### config.mk
export PLATFORM = sky130hd
export DESIGN_NAME = button_input_ctrl
export DESIGN_NICKNAME = d
export VERILOG_FILES = /design/src/rtl/button_input_ctrl.sv
export SDC_FILE = /design/constraint.sdc
export NUM_CORES = 1
export LEC_CHECK = 0
export ABC_AREA = 1
export CAP_MARGIN = 20
export CORE_MARGIN = 3
export CORE_UTILIZATION = 35
export CTS_CLUSTER_DIAMETER = 50
export DETAILED_ROUTE_END_ITERATION = 16
export PLACE_DENSITY = 0.51
export SYNTH_ARGS = -nofsm -noshare
export SYNTH_HDL_FRONTEND = slang
export SYNTH_SLANG_ARGS = --single-unit
export TNS_END_PERCENT = 50
### constraint.sdc
create_clock -name clock -period 1.5 [get_ports clock]
set_input_delay 0.15 -clock clock [delete_from_list [all_inputs] [get_ports clock]]
set_output_delay 0.15 -clock clock [all_outputs]
set_load 0.02 [all_outputs]
### src/rtl/button_input_ctrl.sv
// rtl/button_input_ctrl.sv - button synchroniser/debouncer with press pulses and menu difficulty register
module button_input_ctrl #(
  parameter int          NUM_BTN         = 5,
  parameter int          DEBOUNCE_CYCLES = 500000,
  parameter int          CNT_W           = 20,
  parameter logic [31:0] DIFF_DEFAULT    = 32'd1
) (
  input  logic               clock,
  input  logic               anti_reset,
  input  logic [NUM_BTN-1:0] btn_raw,
  input  logic [31:0]        game_state,
  output logic [NUM_BTN-1:0] btn_level,
  output logic [NUM_BTN-1:0] btn_press,
  output logic [31:0]        difficulty,
  output logic               difficulty_valid
);

  localparam logic [CNT_W-1:0] TERM_CNT = CNT_W'(DEBOUNCE_CYCLES - 1);

  logic [NUM_BTN-1:0] sync1_q, sync1_d;
  logic [NUM_BTN-1:0] sync2_q, sync2_d;
  logic [NUM_BTN-1:0] level_q, level_d;
  logic [NUM_BTN-1:0] press_q, press_d;
  logic [CNT_W-1:0]   cnt_q [NUM_BTN];
  logic [CNT_W-1:0]   cnt_d [NUM_BTN];
  logic [31:0]        diff_q, diff_d;
  logic               valid_q, valid_d;

  always_comb begin
    sync1_d = btn_raw;
    sync2_d = sync1_q;
    level_d = level_q;
    for (int i = 0; i < NUM_BTN; i++) begin
      cnt_d[i] = '0;
      if (sync2_q[i] != level_q[i]) begin
        if (cnt_q[i] == TERM_CNT) level_d[i] = sync2_q[i];
        else                      cnt_d[i]   = cnt_q[i] + 1'b1;
      end
    end
    press_d = level_d & ~level_q;

    // Bits 0/1/2 are L/C/R; only the registered press edge is qualified by the menu state.
    diff_d  = diff_q;
    valid_d = valid_q;
    if ((game_state == 32'd0) && (|press_q[2:0])) begin
      valid_d = 1'b1;
      if (press_q[0])      diff_d = 32'd1;
      else if (press_q[1]) diff_d = 32'd2;
      else                 diff_d = 32'd3;
    end
  end

  always_ff @(posedge clock or negedge anti_reset) begin
    if (!anti_reset) begin
      sync1_q <= '0;
      sync2_q <= '0;
      level_q <= '0;
      press_q <= '0;
      for (int i = 0; i < NUM_BTN; i++) cnt_q[i] <= '0;
      diff_q  <= DIFF_DEFAULT;
      valid_q <= 1'b0;
    end else begin
      sync1_q <= sync1_d;
      sync2_q <= sync2_d;
      level_q <= level_d;
      press_q <= press_d;
      for (int i = 0; i < NUM_BTN; i++) cnt_q[i] <= cnt_d[i];
      diff_q  <= diff_d;
      valid_q <= valid_d;
    end
  end

  assign btn_level        = level_q;
  assign btn_press        = press_q;
  assign difficulty       = diff_q;
  assign difficulty_valid = valid_q;

endmodule
==> flow_summary_export.csv <==
group,metric,value,unit
logic_synthesis,synth_cells,962,
routing,first_iter_violations,255,
power,power_density,899,nW/um^2
die,core,19700,sq um
global_routing,grtUsageTotal,15.4,%
critical_path,cp_data_required_time,1780,ps
logic_synthesis,synth_cell_type_count,31,
clock_network,h-tree-depth,4,
critical_path,path_max_fanout,4,
routing,route.detailed.drc,0,
routing,wl_per_cell,12.4,um
final_layout,nNetsFinal,1098,
logic_synthesis,ys_warn_count,0,
routing,antenna_left,0,
logic_synthesis,synth_edf_count,0,
critical_path,reg2regPathDepth,6,
clock_network,cts_tree,"yes",
logic_synthesis,avgSynthCellArea,7.35,sq um
die,io_pins,82,
clock_network,clock_sinks,123,
global_routing,grt_max_degree,44,
global_routing,grt_pass1_wl,27700,um
critical_path,crit_arrival,1720,ps
critical_path,start_kind,"flip-flop",
clock_network,cts_buffers,17,
placed_design,place_inst,1298,
clock_network,clk_latency,410,ps
final_layout,finalNonFillerCells,1331,
worst_hold_path,holdCritPathClass,"input pin to asynchronous set/reset pin",
power,leakage,3.90,nW
die,start_util,36.0,%
routing,via_per_inst,4.42,
sta,setup_tns,0,ps
placed_design,port_buffers,51,
logic_synthesis,ys_seq_area_share,43.5,%
die,dieArea,21900,sq um
sta,period_minus_slack,1440,ps
clock_network,cts_buffer_depth,2,
placed_design,place_hpwl,12600,um
die,row_count,51,
clock_network,clkTransAtPathRegs,50,ps
critical_path,end_kind,"flip-flop",
power,ir_worst_vdd,0.733,mV
placed_design,gp_congestion,0.843,
logic_synthesis,async_flop_share,100,%
clock_network,cts_root_buf,"clkbuf_16",
critical_path,rrSetupSlack,60,ps
final_layout,layout-drive-gt1-share,11.4,%
logic_synthesis,synth_flop_cell,"dfrtp_1",
global_routing,antenna_found_initial,0,
routing,dr.pass1.iters,4,
final_layout,num_antenna_cells,0,
routing,via_count,5882,
final_layout,final_util,44.1,%
sta,final_hold_viol_count,0,
critical_path,reg2reg_from,"cnt_q[84]",
sta,fin_worst_skew,12.4,ps
outcome,status,"completed",
final_layout,area_growth,22.6,%
global_routing,grt_pass1_vias,5686,
sta,rsz0062_at_grt,"true",
critical_path,r2r_end,"cnt_q[89]",
logic_synthesis,synth_seq_cells,123,
job,max_cap_violations,0,
global_routing,grt_overflow,0,
sta,finalCritPeriodShare,96.2,%
die,die_w,148,um
sta,setup_violations,0,
sta,drv_slew,0,
die,die_height,148,um
routing,wirelength,16500,um
sta,fmax,693,MHz
critical_path,path_class,"flip-flop to flip-flop",
logic_synthesis,syn_area,7070,sq um
[synthesized netlist by cell type (12+ instances only)]
| cell | count | area [sq um] |
|---|---|---|
| nor2_1 | 236 | 886 |
| nand2_1 | 200 | 751 |
| dfrtp_1 | 122 | 3050 |
| inv_1 | 107 | 402 |
| nand3_1 | 99 | 495 |
| xor2_1 | 32 | 280 |
| buf_4 | 30 | 225 |
| a21oi_1 | 16 | 80.1 |
| xnor2_1 | 14 | 123 |
| nor3_1 | 13 | 65.1 |
| nor2_2 | 12 | 75.1 |
[placed cells by master, fill, tap and decap left out, drive strengths merged, types with 3 or more instances in the layout]
cell,Yosys,routed
nor2,257,257
nand2,211,211
dfrtp,122,122
inv,111,111
nand3,101,101
clkdlybuf4s50,0,37
xor2,34,34
conb,1,30
buf,34,29
clkbuf,2,22
nor3,17,17
a21oi,16,16
xnor2,14,14
dlygate4sd2,0,13
nand4,11,11
o21ai,9,9
and2,7,7
nor3b,6,6
clkinv,0,5
ha,5,5
bufinv,0,3
[how the worst max path moves through the flow]
stage / end / startpoint / depth (start not counted) / slack [ps]
2_1_floorplan: difficulty_valid / btn_press[0] / 4 / 220
3_3_place_gp: difficulty[1] / game_state[9] / 9 / 10
3_5_place_dp: difficulty[1] / game_state[17] / 9 / 7
4_1_cts: btn_press[4] / cnt_q[0] / 7 / 20
5_1_grt: cnt_q[81] / cnt_q[81] / 6 / -40
6_report: cnt_q[89] / cnt_q[84] / 6 / 60
[per-stage QoR]
step / area, sq um / total power [mW] / worst slack [ps] / hold WS, ps
floorplan: 7180 / 3.69 / 221 / -146
global placement: 8000 / 3.87 / 10.2 / 26.0
detailed placement: 8000 / 3.87 / 6.53 / 27.0
CTS: 8560 / 7.94 / 20.6 / 157
global route: 8670 / 8.14 / -40.7 / 162
finish: 8670 / 7.80 / 57.7 / 176
[cell families (layout without fill, tap and decap cells)]
logic type,after synthesis,count (layout),share of synthesized area (%)
other,1,30,0.0530
buffers and inverters,147,222,9.47
and+or+nand+nor,612,612,38.0
adders and majority gates,5,5,0.885
DFF,123,123,43.5
xor gates and xnor gates,48,48,6.16
AOI/OAI and AO/OA,26,26,1.88
[where the power goes]
group          switching, mW  leakage [nW]  total [mW]  internal (mW)
Sequential            0.0312          1.68        3.40           3.37
Clock                   1.40         0.277        3.99           2.59
Combinational          0.250          1.95       0.418          0.167
[worst max-delay path, cell delays in order, from the launching register on]
cell     delay [ps]
dfrtp_1         390
nand2_1         160
nor2_1          190
nand2_1         190
nor2_4          170
xor2_1          160
nor2_1           50
[routing by layer]
layer | up-vias | routed length (um) | GRT usage, % | share of wire, %
li1 | 3103 | - | - | -
met1 | 2704 | 8440 | 22.1 | 51
met2 | 73 | 7450 | 23.7 | 45
met3 | 2 | 526 | 3.60 | 3.2
met4 | 0 | 44 | 3.33 | 0.27
met5 | - | 0 | 0 | 0
[area by class of cell]
cell class | count | area, sq um
fillers | 2026 | 11000
inverters | 111 | 417
well taps | 265 | 332
repair buffers | 80 | 741
clock inverters | 9 | 123
flip-flops and latches | 123 | 3080
multi-input cells | 721 | 3540
clock buffers | 22 | 444
[state kept, by name, indices dropped and copies added (netlist names)]
register / flops
btn_level: 5
btn_press: 5
cnt_q: 100
difficulty: 2
difficulty_valid: 1
sync1_q: 5
sync2_q: 5
[timing repair]
item,CTS,global route
hold buffers,1,0
pin swaps,0,7
gates resized for setup,13,29
buffers inserted,0,1
endpoints found under the hold margin,122,0
setup endpoints to repair,13,47
Power figures use the tool's default switching activity.
